**config.mk**
```make
export PLATFORM = sky130hd
export DESIGN_NAME = lsu_agu_fsm
export DESIGN_NICKNAME = d
export VERILOG_FILES = /design/src/rtl/lsu_agu_fsm.sv
export SDC_FILE = /design/constraint.sdc
export NUM_CORES = 1
export LEC_CHECK = 0
export BUFFER_PORTS_ARGS = -buffer_cell sky130_fd_sc_hd__buf_2
export CORE_AREA = 5 5 201 203
export CTS_CLUSTER_DIAMETER = 30
export DETAILED_ROUTE_END_ITERATION = 7
export DIE_AREA = 0 0 206 208
export SYNTH_ARGS = -nofsm -noshare
export SYNTH_HDL_FRONTEND = slang
export SYNTH_SLANG_ARGS = --single-unit
```
**constraint.sdc**
```tcl
create_clock -name clock -period 3.2 [get_ports clock]
set_input_delay 0 -clock clock [delete_from_list [all_inputs] [get_ports clock]]
set_output_delay 0 -clock clock [all_outputs]
set_load 0.03 [all_outputs]
```
**src/rtl/lsu_agu_fsm.sv**
```systemverilog
// Load/store address-generation FSM for the backend mem stage.
// Accepts one load or store at a time and aligns it to the memory bus lanes.
// Misaligned or oversized requests are rejected without touching the bus.
// The block tracks the outstanding operation until done or timeout, then
// holds a registered response until writeback takes it.
module lsu_agu_fsm #(
    parameter int XLEN    = 64,
    parameter int ADDR_W  = 64,
    parameter int BUS_W   = 64,
    parameter int TIMEOUT = 255
) (
    input  logic              clock,
    input  logic              reset,
    input  logic              req_valid,
    output logic              req_ready,
    input  logic              req_is_load,
    input  logic              req_is_store,
    input  logic [1:0]        req_size,
    input  logic              req_unsigned,
    input  logic [ADDR_W-1:0] req_addr,
    input  logic [XLEN-1:0]   req_wdata,
    output logic              ld_index_valid,
    input  logic              ld_index_ready,
    output logic [ADDR_W-1:0] ld_index,
    input  logic              ld_done,
    input  logic [BUS_W-1:0]  ld_rdata,
    output logic              st_index_valid,
    input  logic              st_index_ready,
    output logic [ADDR_W-1:0] st_index,
    output logic [BUS_W-1:0]  st_wdata,
    output logic [BUS_W-1:0]  st_wmask,
    input  logic              st_done,
    output logic              resp_valid,
    input  logic              resp_ready,
    output logic [XLEN-1:0]   resp_rdata,
    output logic              resp_err,
    output logic              resp_timeout
);

    localparam int OFF_W = $clog2(BUS_W / 8);
    // Counter only has to reach TIMEOUT-1.
    localparam int CNT_W = (TIMEOUT > 1) ? $clog2(TIMEOUT) : 1;

    typedef enum logic [1:0] {S_IDLE, S_ISSUE, S_WAIT, S_RESP} state_t;

    state_t            state_reg;
    logic              is_load_reg;
    logic [1:0]        size_reg;
    logic              unsigned_reg;
    logic [ADDR_W-1:0] addr_reg;
    logic [XLEN-1:0]   wdata_reg;
    logic [CNT_W-1:0]  cnt_reg;
    logic [XLEN-1:0]   resp_rdata_reg;
    logic              resp_err_reg;
    logic              resp_timeout_reg;

    logic              accept;
    logic [3:0]        size_bytes;
    logic              req_err;
    logic              issue_ld;
    logic              issue_st;
    logic              fire;
    logic              done_hit;
    logic              timeout_hit;
    logic [OFF_W-1:0]  lane_off;
    logic [OFF_W+2:0]  bit_shift;
    logic [BUS_W-1:0]  ld_shift;
    logic [BUS_W-1:0]  st_lane;
    logic [XLEN-1:0]   ld_keep;
    logic [XLEN-1:0]   ld_fmt;
    logic              ld_sign;

    // Request classification: natural alignment and width must both fit.
    assign accept     = req_valid && (state_reg == S_IDLE) && (req_is_load || req_is_store);
    assign size_bytes = 4'd1 << req_size;
    assign req_err    = (int'(size_bytes) > XLEN / 8) ||
                        ((req_addr[2:0] & 3'(size_bytes - 4'd1)) != 3'd0);

    assign lane_off  = addr_reg[OFF_W-1:0];
    assign bit_shift = {lane_off, 3'b000};

    assign issue_ld    = (state_reg == S_ISSUE) && is_load_reg;
    assign issue_st    = (state_reg == S_ISSUE) && !is_load_reg;
    assign fire        = (issue_ld && ld_index_ready) || (issue_st && st_index_ready);
    assign done_hit    = is_load_reg ? ld_done : st_done;
    assign timeout_hit = (TIMEOUT != 0) && (cnt_reg == CNT_W'(TIMEOUT - 1));

    assign req_ready      = (state_reg == S_IDLE);
    assign ld_index_valid = issue_ld;
    assign st_index_valid = issue_st;
    assign ld_index       = issue_ld ? (addr_reg >> OFF_W) : '0;
    assign st_index       = issue_st ? (addr_reg >> OFF_W) : '0;
    assign st_wdata       = issue_st ? (BUS_W'(wdata_reg) << bit_shift) : '0;
    assign st_wmask       = issue_st ? (st_lane << bit_shift) : '0;

    assign resp_valid   = (state_reg == S_RESP);
    assign resp_rdata   = resp_rdata_reg;
    assign resp_err     = resp_err_reg;
    assign resp_timeout = resp_timeout_reg;

    assign ld_shift = ld_rdata >> bit_shift;

    // Store byte-lane mask before shifting to the addressed lane.
    always_comb begin
        case (size_reg)
            2'd0:    st_lane = BUS_W'(8'hFF);
            2'd1:    st_lane = BUS_W'(16'hFFFF);
            2'd2:    st_lane = BUS_W'(32'hFFFF_FFFF);
            default: st_lane = BUS_W'(64'hFFFF_FFFF_FFFF_FFFF);
        endcase
    end

    // Load extraction: keep the accessed bytes, then sign- or zero-extend.
    always_comb begin
        ld_keep = '1;
        ld_sign = 1'b0;
        case (size_reg)
            2'd0: begin ld_keep = XLEN'(8'hFF);        ld_sign = ld_shift[7];  end
            2'd1: begin ld_keep = XLEN'(16'hFFFF);     ld_sign = ld_shift[15]; end
            2'd2: begin ld_keep = XLEN'(32'hFFFF_FFFF); ld_sign = ld_shift[31]; end
            default: ;
        endcase
        ld_fmt = ld_shift[XLEN-1:0] & ld_keep;
        if (ld_sign && !unsigned_reg) begin
            ld_fmt = ld_fmt | ~ld_keep;
        end
    end

    // Control FSM with latched request and registered response.
    always_ff @(posedge clock) begin
        if (reset) begin
            state_reg        <= S_IDLE;
            is_load_reg      <= 1'b0;
            size_reg         <= 2'd0;
            unsigned_reg     <= 1'b0;
            addr_reg         <= '0;
            wdata_reg        <= '0;
            cnt_reg          <= '0;
            resp_rdata_reg   <= '0;
            resp_err_reg     <= 1'b0;
            resp_timeout_reg <= 1'b0;
        end else begin
            case (state_reg)
                S_IDLE: begin
                    if (accept) begin
                        is_load_reg  <= req_is_load;
                        size_reg     <= req_size;
                        unsigned_reg <= req_unsigned;
                        addr_reg     <= req_addr;
                        wdata_reg    <= req_wdata;
                        if (req_err) begin
                            state_reg        <= S_RESP;
                            resp_err_reg     <= 1'b1;
                            resp_rdata_reg   <= '0;
                            resp_timeout_reg <= 1'b0;
                        end else begin
                            state_reg <= S_ISSUE;
                        end
                    end
                end
                S_ISSUE: begin
                    if (fire) begin
                        state_reg <= S_WAIT;
                        cnt_reg   <= '0;
                    end
                end
                S_WAIT: begin
                    if (done_hit) begin
                        state_reg      <= S_RESP;
                        resp_rdata_reg <= is_load_reg ? ld_fmt : '0;
                    end else if (timeout_hit) begin
                        state_reg        <= S_RESP;
                        resp_timeout_reg <= 1'b1;
                        resp_rdata_reg   <= '0;
                    end else begin
                        cnt_reg <= cnt_reg + 1'b1;
                    end
                end
                default: begin
                    if (resp_ready) begin
                        state_reg        <= S_IDLE;
                        resp_rdata_reg   <= '0;
                        resp_err_reg     <= 1'b0;
                        resp_timeout_reg <= 1'b0;
                    end
                end
            endcase
        end
    end

endmodule

```
# After elaboration in Yosys (flattened, before gate mapping)
# Index checks and enable logic that the tools add are counted.
[word_totals]
wordCells = 97
regBits = 208
[classes]
reduce_logical = 26
n_lt_le_gt_ge = 1
n_eq_ne = 13
addsub = 2
bitwise_logic = 6
shifts = 4
mux = 35
[ops]
columns = ["op", "n"]
rows = [
  ["$mux 64", 9],
  ["$pmux 64 s3", 2],
  ["$shl 64x6->64", 2],
  ["$mux 61", 2],
  ["$and 64x64->64", 1],
  ["$not 64->64", 1],
  ["$or 64x64->64", 1],
  ["$shr 64x6->64", 1],
  ["$mux 8", 3],
  ["$pmux 8 s2", 1],
  ["$mux 2", 6],
  ["$reduce_and 4->1", 3],
  ["$add 8x1->8 const B", 1],
  ["$eq 8x8->1 const B", 1],
  ["$mux 1", 8],
  ["$ne 2x2->1 const B", 4],
  ["$logic_and 1x1->1", 7],
  ["$eq 2x2->1 const B", 3],
  ["$pmux 1 s3", 2],
  ["$pmux 2 s3", 1],
  ["$reduce_and 6->1", 1],
  ["$reduce_bool 3->1", 2],
  ["$reduce_and 5->1", 1],
  ["$eq 2x1->1 const B", 2],
  ["15 further kinds", 22],
]

# Longest topological paths before layout
[logic_depth]
ltp_word = 8
mapped_depth = 10
depth_no_buf = 7

# Worst setup path before layout
# No wires, ideal clock.
[synth_path]
path_kind = "register -> output"
from = "register addr_reg[0]"
to = "output st_wmask[49]"
t_required_ps = 3200
arrival_time_ps = 4023
stages_incl_launch_ff = 9
n_path_buf = 7
setup_slack_ps = -823
cell_sequence = "dfxtp_1 > buf_2 > buf_4 > buf_6 > buf_6 > buf_4 > buf_2 > a2111oi_0 > buf_4"
[synth_via]
elab_chain_len = 2
[synth_lines]
columns = ["element", "line_no", "source"]
rows = [
  ["from (decl)", "50", "logic [ADDR_W-1:0] addr_reg;"],
  ["from (signal assigned)", "149", "addr_reg <= req_addr;"],
  ["$shl 64x6->64", "94", "assign st_wmask = issue_st ? (st_lane << bit_shift) : '0;"],
  ["$mux 64", "94", ""],
  ["to (decl)", "31", "output logic [BUS_W-1:0] st_wmask,"],
]
# No other way between the ends.

# Worst setup path in the final report
[layout_path]
from = "register addr_reg[1]"
to = "output st_wmask[38]"
# Same word-level chain as after synthesis.

==> results.md <==
- Setup TNS: 0 ps
- RSZ-0062 raised after global routing: no
- Critical path data required time: 3200 ps
- Crit path kind: register to output pin
- GR Overflow Total: 0
- Die W: between 200 and 250 µm
- Share of synthesized flip-flops with an asynchronous set or reset: 0%
- #FFs+latches synth: 208
- Slowest Stage Delay on Critical Path: roughly 750 ps
- Tcrit/Tclk final: 92.4%
- Slowest cell on crit path: nor2_1
- Area leader, netlist: dfxtp_1
- Residual DRC: 0
- Gate Count Post-Synth: ~1600
- Worst R2R Path Depth: 5
- Max FO, Critical Path: 25
- Setup Slack @ Placement: 715 ps
- Nets: 2373
- WHS Path Cells: 4
- Maxcap violations: 0
- Placed cell area: 15300 µm²
- DRT antenna net count: 0
- Pwr dens: 661 nW/µm²
- Final Hold Vio Count: 0
- Total Power: roughly 0.013 W
- Area grow syn2layout: 50.2%
- Global-route wire length before repair: 80400 µm
- Clock buffer depth: 3
- Vias in the first global route: 14200
- Number of fill cells: approximately 3600
- Initial Util: 33.4%
- GRT Util Overall: approximately a quarter
- TritonCTS clock tree: done
- Crit path cell chain: buf_4 > nor2_1 > a22o_1 > a211oi_1 > nor2_1 > buf_2
- Sink Count: 208
- Clk Latency, worst-skew pair: 570 ps
- Share of layout cells above drive strength 1: 36.0%
- Slew @ Worst Pin: 1030 ps
- Largest net degree at the start of global routing: 133
- EDFF count, synth: 0
- Vias/cell: 5.21
- Final setup margin: 243 ps
- Slew Limit Fails: 0
- Final wirelength: 53400 µm
- Io pins: 531
- Fin crit period: 2960 ps
- Yosys top cell area share: between 30% and 40%
- Ys Warns: 0
- Post-DP HPWL: between 30000 and 40000 µm
- Final Cell Area: between 15000 and 20000 µm²
- Area contributors post-synth: dfxtp_1 33%, nand2_1 10%, mux4_2 10%
- WHS: 40.7 ps
- Via count: 14200
- # port buffers: 524
- DR iter-0 viols: 1003
- Core Region: about 38000 µm²
- Setup crit start kind: register
- Post-synthesis sequential area ratio: 32.6%
- Critical path's most frequent cell: nor2_1
- Total die area: 42800 µm²
- Rel. slew slack: a little under a third
- H-tree depth: 2
- Endpoints failing setup: 0
- Root buffer cell: clkbuf_16
- Hold Path Class: input port to register
- Row cnt: 72
- GPL Wtd Cong: approximately 0.90
- DR WL/cell: 19.6 µm
- Synth cell types: 60
- Maximum vdd drop: 0.398 mV
- Highest clock rate: approximately 340 MHz
- CP Capture Type: output pin
- WP data arrival: 2960 ps
- CTS Buf Count: 55
- Ant. Diodes: 0
- Clock slew at reported path FFs: 40 ps
- Drt first pass iters: 5
- Mapped Area: 12800 µm²
- Most frequent cell after synthesis: nand2_1
- Status: completed
- Die Y: 208 µm
- Syn avg cell area: 8.19 µm²
- LEAKAGE: roughly 9 nW
- Antenna violations before repair: 1
- Post-Route Skew: 25.8 ps
- Commonest cells post-synth: 355 x nand2_1, 208 x dfxtp_1, 173 x a21oi_1, 92 x nor2_1, 82 x clkbuf_1
- Most common flop cell mapped by yosys: dfxtp_1
==> layout make-up <==
type	instances	area [µm²]	share of cell area, %
clock buffers	72	1580	8.25
clock inverters	31	475	2.48
inverters	10	37.5	0.196
multi-input cells	1147	7520	39.2
flip-flops and latches	208	4170	21.8
well taps	518	648	3.38
repair buffers	740	4740	24.7
==> where the power goes <==
part           internal [W]  switching (W)  leakage (nW)
Sequential          0.00284       0.000296          1.69
Combinational       0.00125        0.00224          6.39
Clock               0.00434        0.00171          1.00
Total               0.00843        0.00424          9.09
==> metrics by stage <==
step           cells  utilization (%)
6_report        2726             50.1
5_1_grt         2726             50.1
4_1_cts         2726             50.1
3_5_place_dp    2441             40.0
3_3_place_gp    2441             40.0
2_1_floorplan   1564                -
==> worst max-delay path, delay by kind of cell (launching register included) <==
family,cells,cell delay [ps]
flops,1,430
buf+inv,2,550
compound gates,2,340
simple gates,2,1050
==> logic make-up after synthesis <==
logic type               count (synthesis)  share of synthesized area [%]
multiplexers                           146                           17.3
AND/OR/NAND/NOR                        637                           22.4
AO/OA/AOI/OAI                          347                           17.8
buffers and inverters                  209                           8.90
adder cells (fa/ha/maj)                  6                          0.588
XOR/XNOR                                 5                          0.343
flip-flops                             208                           32.6
other                                    1                         0.0294
==> what timing repair did <==
item                                    CTS  global route
hold buffers                            182             0
endpoints found under the setup margin    0             8
endpoints found under the hold margin   185             0
gates resized for setup                   0             1
setup buffers                             0             0
==> routing by layer <==
layer	wire [µm]	up-vias	global-route usage, %
li1	-	6597	-
met1	20600	6740	28.0
met2	25900	714	40.0
met3	4870	136	5.73
met4	1980	2	9.59
met5	20	-	0
==> cell usage in the layout, fill, tap and decap left out, types with 6 or more instances in the layout <==
cell           synthesis  final
mux2i_1               56     56
inv_1                  8      7
a211oi_1              10     10
nand3_1               12     12
a22o_1                19     19
mux4_2                57     57
nor2_1                92     90
dlygate4sd3_1          0    182
conb_1                 1      6
o21ai_2               30     30
dfxtp_1              208    205
a2bb2oi_1             21     21
o21ai_0               16     16
a22oi_1               20     20
o21a_1                 7      7
and3_1                72     72
clkbuf_8               0     10
and2_1                79     79
a21oi_1              173    173
mux2_2                28     28
clkbuf_16              0     57
nor2b_1                7      6
o211ai_1               9      9
o21ai_1               11     11
clkinv_2               0      8
bufinv_16              0     11
buf_4                 69     32
buf_2                 39    523
nand2_1              355    355
==> worst paths after layout <==
| kind | startpoint | to | slack (ps) |
|---|---|---|---|
| worst max-delay path | addr_reg[1]$_SDFFE_PP0P_ | st_wmask[38] | 240 |
| worst min-delay path | ld_rdata[9] | resp_rdata[1]$_SDFFE_PP0P_ | 40 |
| worst max register to register | addr_reg[0]$_SDFFE_PP0P_ | resp_rdata[44]$_SDFFE_PP0P_ | 550 |
| worst min register to register | resp_rdata[61]$_SDFFE_PP0P_ | resp_rdata[61]$_SDFFE_PP0P_ | 450 |
(Power assumes the default switching activity.)
